[config.mk]
export PLATFORM = sky130hd
export DESIGN_NAME = rggen_register_access_sequencer
export DESIGN_NICKNAME = d
export VERILOG_FILES = /design/src/rtl/rggen_register_access_sequencer.sv
export SDC_FILE = /design/constraint.sdc
export NUM_CORES = 1
export LEC_CHECK = 0
export BUFFER_PORTS_ARGS = -buffer_cell sky130_fd_sc_hd__buf_4
export CAP_MARGIN = 20
export CELL_PAD_IN_SITES_DETAIL_PLACEMENT = 0
export CELL_PAD_IN_SITES_GLOBAL_PLACEMENT = 1
export CORE_UTILIZATION = 31
export DETAILED_ROUTE_END_ITERATION = 12
export PLACE_DENSITY = 0.88
export SETUP_SLACK_MARGIN = 0.05
export SLEW_MARGIN = 15
export SYNTH_ARGS = -nofsm -noshare
export SYNTH_HDL_FRONTEND = slang
export SYNTH_SLANG_ARGS = --single-unit
[constraint.sdc]
create_clock -name i_clk -period 1.3 [get_ports i_clk]
set_input_delay 0.13 -clock i_clk [delete_from_list [all_inputs] [get_ports i_clk]]
set_output_delay 0.13 -clock i_clk [all_outputs]
set_load 0.01 [all_outputs]
[src/rtl/rggen_register_access_sequencer.sv]
// Single-outstanding command sequencer: range-checks a bus command, broadcasts it to a register block
// and returns the selected register's response. Optional macro RGGEN_ACCESS_TIMEOUT_EN adds an access timeout.
module rggen_register_access_sequencer #(
    parameter int                         ADDRESS_WIDTH  = 8,
    parameter int                         BUS_WIDTH      = 32,
    parameter int                         REGISTERS      = 1,
    parameter logic [ADDRESS_WIDTH-1:0]   BASE_ADDRESS   = '0,
    parameter int                         BYTE_SIZE      = 256,
    parameter int                         TIMEOUT_CYCLES = 64
) (
    input  logic                           i_clk,
    input  logic                           i_rst,
    input  logic                           i_req_valid,
    output logic                           o_req_ready,
    input  logic [ADDRESS_WIDTH-1:0]       i_req_address,
    input  logic                           i_req_write,
    input  logic [BUS_WIDTH-1:0]           i_req_wdata,
    input  logic [BUS_WIDTH/8-1:0]         i_req_strobe,
    output logic                           o_rsp_valid,
    input  logic                           i_rsp_ready,
    output logic [1:0]                     o_rsp_status,
    output logic [BUS_WIDTH-1:0]           o_rsp_rdata,
    output logic                           o_access_valid,
    output logic [ADDRESS_WIDTH-1:0]       o_access_address,
    output logic                           o_access_write,
    output logic [BUS_WIDTH-1:0]           o_access_data,
    output logic [BUS_WIDTH/8-1:0]         o_access_strobe,
    input  logic [REGISTERS-1:0]           i_reg_active,
    input  logic [REGISTERS-1:0]           i_reg_ready,
    input  logic [2*REGISTERS-1:0]         i_reg_status,
    input  logic [BUS_WIDTH*REGISTERS-1:0] i_reg_value
);
    localparam int AW1 = ADDRESS_WIDTH + 1;

    localparam logic [1:0] IDLE     = 2'd0;
    localparam logic [1:0] ACCESS   = 2'd1;
    localparam logic [1:0] RESPONSE = 2'd2;

    localparam logic [1:0] SLAVE_ERROR  = 2'd2;
    localparam logic [1:0] DECODE_ERROR = 2'd3;

    localparam logic [ADDRESS_WIDTH:0] BASE_EXT = {1'b0, BASE_ADDRESS};
    localparam logic [ADDRESS_WIDTH:0] SIZE_EXT = AW1'(BYTE_SIZE);

    logic [1:0]             state;
    logic [ADDRESS_WIDTH:0] addr_ext;
    logic [ADDRESS_WIDTH:0] offset;
    logic                   in_range;
    logic [REGISTERS-1:0]   sel;
    logic                   hit;
    logic                   none_active;
    logic [1:0]             sel_status;
    logic [BUS_WIDTH-1:0]   sel_value;
    logic                   timeout_hit;

    // One extra bit so an address below the base borrows out instead of wrapping into range.
    assign addr_ext = {1'b0, i_req_address};
    assign offset   = addr_ext - BASE_EXT;
    assign in_range = (addr_ext >= BASE_EXT) && (offset < SIZE_EXT);

    always_comb begin
        sel        = i_reg_active & i_reg_ready;
        sel_status = '0;
        sel_value  = '0;
        for (int k = 0; k < REGISTERS; k++) begin
            if (sel[k]) begin
                sel_status = sel_status | i_reg_status[2*k+:2];
                sel_value  = sel_value | i_reg_value[BUS_WIDTH*k+:BUS_WIDTH];
            end
        end
    end

    assign hit         = |sel;
    assign none_active = ~|i_reg_active;

`ifdef RGGEN_ACCESS_TIMEOUT_EN
    localparam int CW = $clog2(TIMEOUT_CYCLES + 1);

    logic [CW-1:0] wait_count;

    always_ff @(posedge i_clk) begin
        if (i_rst || (state != ACCESS)) begin
            wait_count <= '0;
        end else if (!hit) begin
            wait_count <= wait_count + 1'b1;
        end
    end

    // The current cycle is the TIMEOUT_CYCLES-th access cycle without a selected ready.
    assign timeout_hit = (state == ACCESS) && !hit && (wait_count == CW'(TIMEOUT_CYCLES - 1));
`else
    assign timeout_hit = 1'b0;
`endif

    always_ff @(posedge i_clk) begin
        if (i_rst) begin
            state            <= IDLE;
            o_access_address <= '0;
            o_access_write   <= 1'b0;
            o_access_data    <= '0;
            o_access_strobe  <= '0;
            o_rsp_status     <= '0;
            o_rsp_rdata      <= '0;
        end else begin
            case (state)
                IDLE: begin
                    if (i_req_valid) begin
                        if (in_range) begin
                            state            <= ACCESS;
                            o_access_address <= offset[ADDRESS_WIDTH-1:0];
                            o_access_write   <= i_req_write;
                            o_access_data    <= i_req_wdata;
                            o_access_strobe  <= i_req_write ? i_req_strobe : '1;
                        end else begin
                            state        <= RESPONSE;
                            o_rsp_status <= DECODE_ERROR;
                            o_rsp_rdata  <= '0;
                        end
                    end
                end
                ACCESS: begin
                    if (none_active) begin
                        state        <= RESPONSE;
                        o_rsp_status <= DECODE_ERROR;
                        o_rsp_rdata  <= '0;
                    end else if (hit) begin
                        state        <= RESPONSE;
                        o_rsp_status <= sel_status;
                        o_rsp_rdata  <= o_access_write ? '0 : sel_value;
                    end else if (timeout_hit) begin
                        state        <= RESPONSE;
                        o_rsp_status <= SLAVE_ERROR;
                        o_rsp_rdata  <= '0;
                    end
                end
                RESPONSE: begin
                    if (i_rsp_ready) begin
                        state <= IDLE;
                    end
                end
                default: state <= IDLE;
            endcase
        end
    end

    assign o_req_ready    = (state == IDLE);
    assign o_access_valid = (state == ACCESS);
    assign o_rsp_valid    = (state == RESPONSE);

endmodule

==> flow_summary.ini, run 1 <==
[run_status]
outcome = complete, but fails checks
violations = negative setup slack

[cts]
cts_root_buffer = clkbuf_8
cts_tree = done
cts_buffer_depth = 2
numCtsBuffers = 9
clock_latency_ns = 0.34
path_clk_slew_ns = 0.08
cts_num_sinks = 81
htree_levels = 3

[critical_path]
cp-start-kind = register
cp_slowest_cell = dfxtp_2
critPathKind = register to output port
cp_max_fo = 4
rr_startpoint = state[1]
cpMostUsedCell = buf_6
r2r_cells = 4
cp.arrival_ns = 1.21
path_cells = buf_6 > nor2b_4 > buf_6 > buf_6
cpPeakStageDelay_ns = 0.34
crit_required_ns = 1.17
end_kind = output port
startpoint = state[0]

[route]
drt_iter0_drc = 85
drtPass1Iterations = 4
viasPerCell = 4.76
wl_per_cell_um = 14.4
drc = 0
ant_nets = 0
totalWireLength_um = 9710
vias = 3219

[power_and_ir_drop]
p_leak_uw = 0.00229
ir_worst_vdd_v = 0.000738
p_per_area_nw_per_um2 = 1110

[timing]
min_period_ns = 1.34
fmax_ghz = 0.749
timing.final.crit_share = 1.03
rsz0062_at_grt = true
worstMarginPinSlew_ns = 0.483
clock-skew-final_ns = 0.00508
setup_viol = 5
hold_viol_final = 0
fin_tns_setup_ns = -0.140
slew_headroom = 0.678
drv_slew = 0
finalWorstSetupSlack_ns = -0.0360

[layout]
antennaDiodeCount = 0
drive_above_1_share = 0.475
multi_input_area_um2 = 1480
utilization = 0.529
final_nets = 624
fillers = 965
final_cells = 676
regArea_um2 = 1620
final_common_cell = buf_4
syn_to_final_growth_pct = 65.1
layout_common_cells = buf_4, dfxtp_1, nand2_1

[grt]
grt_max_degree = 47
grt_pass1_wl_um = 14300
grt.total_usage = 0.175
grt_overflow = 0
grt_pass1_vias = 3044
antenna_found_initial = 0

[synthesis]
synth.cell_area_um2 = 3140
ys_ff_latch = 81
synth_edf_count = 0
synth-xor-area-share = 0
synth_compound_area_frac = 0.141
yosys.area.top_type_share = 0.516
ys_async_sr_fraction = 0
ys_types = 22
post_synth.cell_area_avg_um2 = 8.59
synthCells = 366
synthTopCellsByArea = dfxtp_1, nand2_1, a21oi_1
synth_ff_type = dfxtp_1
yosysWarnings = 0
yosysSeqAreaShare = 0.516
synthMuxAreaShare = 0
synth.largest_area_cell = dfxtp_1
syn_nets = 451
synth_top_family_by_area = simple AND/OR/NAND/NOR gates
synth_adder_area_share = 0
synth-simple-area-share = 0.269

[floorplanning]
die_y_um = 103
initial_core_util = 0.320
die_width_um = 103
row_count = 36
dieArea_um2 = 10500
ios = 167
core-area_um2 = 9820

[hold_path]
holdCritStartpoint = i_reg_active
hold_depth = 2
hp-class = input port to register

[place]
post-dp-hpwl_um = 6440
gp_congestion = 0.723
port_buffers = 166
dp.cells = 649

[flow_run]
max-cap-violations = 0
==> stage by stage <==
| stage | hold WS [ns] | instance area (µm²) | worst slack, ns | total power, µW |
|---|---|---|---|---|
| 3_3_place_gp | 0.366 | 4550 | -0.00598 | 3700 |
| 3_5_place_dp | 0.374 | 4550 | -0.0405 | 3720 |
| 2_1_floorplan | 0.240 | 3140 | 0.0824 | 3190 |
| 6_report | 0.0176 | 5190 | -0.0360 | 5770 |
| 4_1_cts | 0.000948 | 4860 | -0.0356 | 5660 |
| 5_1_grt | 0.00233 | 5190 | -0.0929 | 6060 |
==> layout make-up <==
class                           count  area share
Clock buffer                       11      0.0292
Multi-Input combinational cell    247       0.285
Inverter                            4     0.00289
Sequential cell                    81       0.313
Tap cell                          133      0.0320
Timing Repair Buffer              196       0.328
Clock inverter                      4      0.0101
==> sequential cells by signal, indices dropped and copies added, names as in the netlist <==
register / flops
o_access_write: 1
o_access_address: 8
state: 2
o_access_strobe: 4
o_rsp_status: 2
o_rsp_rdata: 32
o_access_data: 32
==> Yosys cell counts, types with 4 or more instances <==
cell       n
nand2_1   82
dfxtp_1   81
a21oi_1   43
nand2b_1  33
nand4_1   32
o21ai_1   20
clkbuf_1  13
buf_2     11
buf_6     10
o21ai_2   10
nor2_1     7
nor3b_1    5
inv_1      4
nor3_1     4
==> worst paths after layout <==
path,endpoint,slack (ns)
max reg2reg,o_access_strobe[2],-0.03
min reg2reg,o_access_address[3],0.46
max,o_access_valid,-0.04
min,o_rsp_status[1],0.02
==> power breakdown <==
part	internal [µW]	switching (µW)	leakage [µW]
sequential	2610	82.7	0.000662
combinational	652	544	0.00153
clock	982	898	0.0000937
total	4250	1520	0.00229
==> what timing repair did <==
action,CTS,global route
endpoints found under the hold margin,2,0
endpoints found under the setup margin,67,70
hold buffers,2,0
pin swaps,0,26
resized for setup,15,53
buffers inserted,1,1
gates cloned,1,7
==> cells by family after synthesis <==
kind of cell | after synthesis
and+or+nand+nor | 168
DFF | 81
AOI/OAI and AO/OA | 79
buffers and inverters | 38
==> critical path, delay by kind of cell (launching register included) <==
family                 cells  cell delay (ns)
and+or+nand+nor            1             0.20
buffers and inverters      3             0.32
DFF                        1             0.34
==> per-layer routing <==
metal  vias to the layer above  global-route usage  part of all wire
li1                       1583                   -                 -
met5                         -                   0                 0
met1                      1507               0.198              0.40
met4                         0              0.0615             0.011
met3                         9              0.0624             0.087
met2                       120               0.303              0.50
(Power assumes the default switching activity.)
==> run 2: changes to the inputs <==
- PLACE_DENSITY: 0.88 -> 0.78
==> flow_summary.ini, run 2 (synthesis results as in run 1) <==
[run_status]
outcome = complete, no violations

[cts]
clock_latency_ns = 0.34
path_clk_slew_ns = 0.08
htree_levels = 3
hold_buffers = 0
cts_num_sinks = 81
numCtsBuffers = 9
cts_root_buffer = clkbuf_8
cts_buffer_depth = 2
cts_tree = done

[timing]
setup_viol = 0
drv_slew = 0
worstMarginPinSlew_ns = 0.487
timing.final.crit_share = 0.991
hold_viol_final = 0
fmax_ghz = 0.776
rsz0062_at_grt = true
slew_headroom = 0.675
clock-skew-final_ns = 0.00754
timing.hold.ws_ns = 0.0196
fin_tns_setup_ns = 0
min_period_ns = 1.29

[hold_path]
hp-class = input port to register

[layout]
reg.largest.list = o_access_data (32), o_rsp_rdata (32), o_access_address (8)
layout_common_cells = buf_4, dfxtp_1, nand2_1
regArea_um2 = 1620
fillers = 946
final_common_cell = buf_4
multi_input_area_um2 = 1540
syn_to_final_growth_pct = 67.0
final_nets = 623
drive_above_1_share = 0.518
antennaDiodeCount = 0
final_area_um2 = 5250

[floorplanning]
initial_core_util = 0.320
ios = 167
row_count = 36
die_y_um = 103
core-area_um2 = 9820
die_width_um = 103
dieArea_um2 = 10500

[route]
drc = 0
vias = 3195
drt_iter0_drc = 49
viasPerCell = 4.74
totalWireLength_um = 10100
wl_per_cell_um = 15.0
ant_nets = 0
drtPass1Iterations = 4

[grt]
grt_pass1_vias = 3015
grt.total_usage = 0.177
antenna_found_initial = 0
grt_max_degree = 46
grt_overflow = 0
grt_pass1_wl_um = 14200

[critical_path]
critPathKind = register to register
cpMostUsedCell = buf_6
cp.arrival_ns = 1.53
crit_required_ns = 1.54
cpPeakStageDelay_ns = 0.34
end_kind = register
path_cells = buf_6 > nor2b_4 > buf_6 > and2_4 > clkbuf_16 > o21ai_1
cp-start-kind = register
cp_max_fo = 8
cp_slowest_cell = dfxtp_2

[power_and_ir_drop]
p_leak_uw = 0.00230
p_per_area_nw_per_um2 = 1090
ir_worst_vdd_v = 0.000692

[place]
placed_cell_area_um2 = 4540
post-dp-hpwl_um = 6360
port_buffers = 166
gp_congestion = 0.694

[flow_run]
max-cap-violations = 0
[run 2: cell types whose count changed in the layout (fill, tap and decap cells not counted), moves of 2 or more]
cell / delta
clkinvlp_4: -3
o21ai_2: +12
o21ai_1: -10
a21oi_2: +13
nand2_1: +3
clkinv_2: +3
a21oi_1: -13
nand2_4: -3
dlygate4sd3_1: -2
[run 2: worst max-delay path, delay by kind of cell (launching register included)]
kind,cells,cell delay (ns)
flops,1,0.34
buf+inv,3,0.40
simple gates,2,0.39
compound gates,1,0.05
[run 2: worst paths after layout]
path                  startpoint  cells past startpoint                   to  slack, ns
max                     state[0]                      6      o_rsp_rdata[17]       0.01
min                 i_reg_active                      2      o_rsp_status[0]       0.02
max reg2reg             state[0]                      6      o_rsp_rdata[17]       0.01
min reg2reg  o_access_address[0]                      2  o_access_address[0]       0.46
[run 2: metrics by stage]
| stage | utilization | setup WS [ns] | power [µW] | std cells |
|---|---|---|---|---|
| 5_1_grt | 0.535 | -0.0576 | 5970 | 674 |
| 2_1_floorplan | - | 0.0824 | 3190 | 366 |
| 3_3_place_gp | 0.463 | -0.0493 | 3710 | 647 |
| 4_1_cts | 0.498 | 0.00744 | 5610 | 668 |
| 6_report | 0.535 | 0.0117 | 5700 | 674 |
| 3_5_place_dp | 0.463 | -0.0414 | 3720 | 647 |
[run 2: routing by layer]
layer	up-vias	wire, µm	track usage
met2	121	5150	0.312
met3	6	722	0.0597
met4	0	82	0.0440
li1	1574	-	-
met1	1494	4170	0.205
met5	-	0	0
[run 2: power breakdown]
| group | switching (µW) | internal, µW |
|---|---|---|
| combinational | 575 | 670 |
| sequential | 75.4 | 2610 |
| clock | 861 | 909 |
| total | 1510 | 4190 |
[run 2: cell type report]
cell class                      instances  area share
Inverter                                4     0.00286
Timing Repair Buffer                  195       0.328
Multi-Input combinational cell        247       0.294
Sequential cell                        81       0.309
Clock buffer                           10      0.0262
Clock inverter                          4     0.00858
Tap cell                              133      0.0317
[run 2: what timing repair did]
action	in CTS	in global routing
setup buffers	5	0
hold endpoints to repair	0	0
setup endpoints to repair	73	84
gates resized for setup	21	62
gates cloned	2	6
pin swaps	3	52
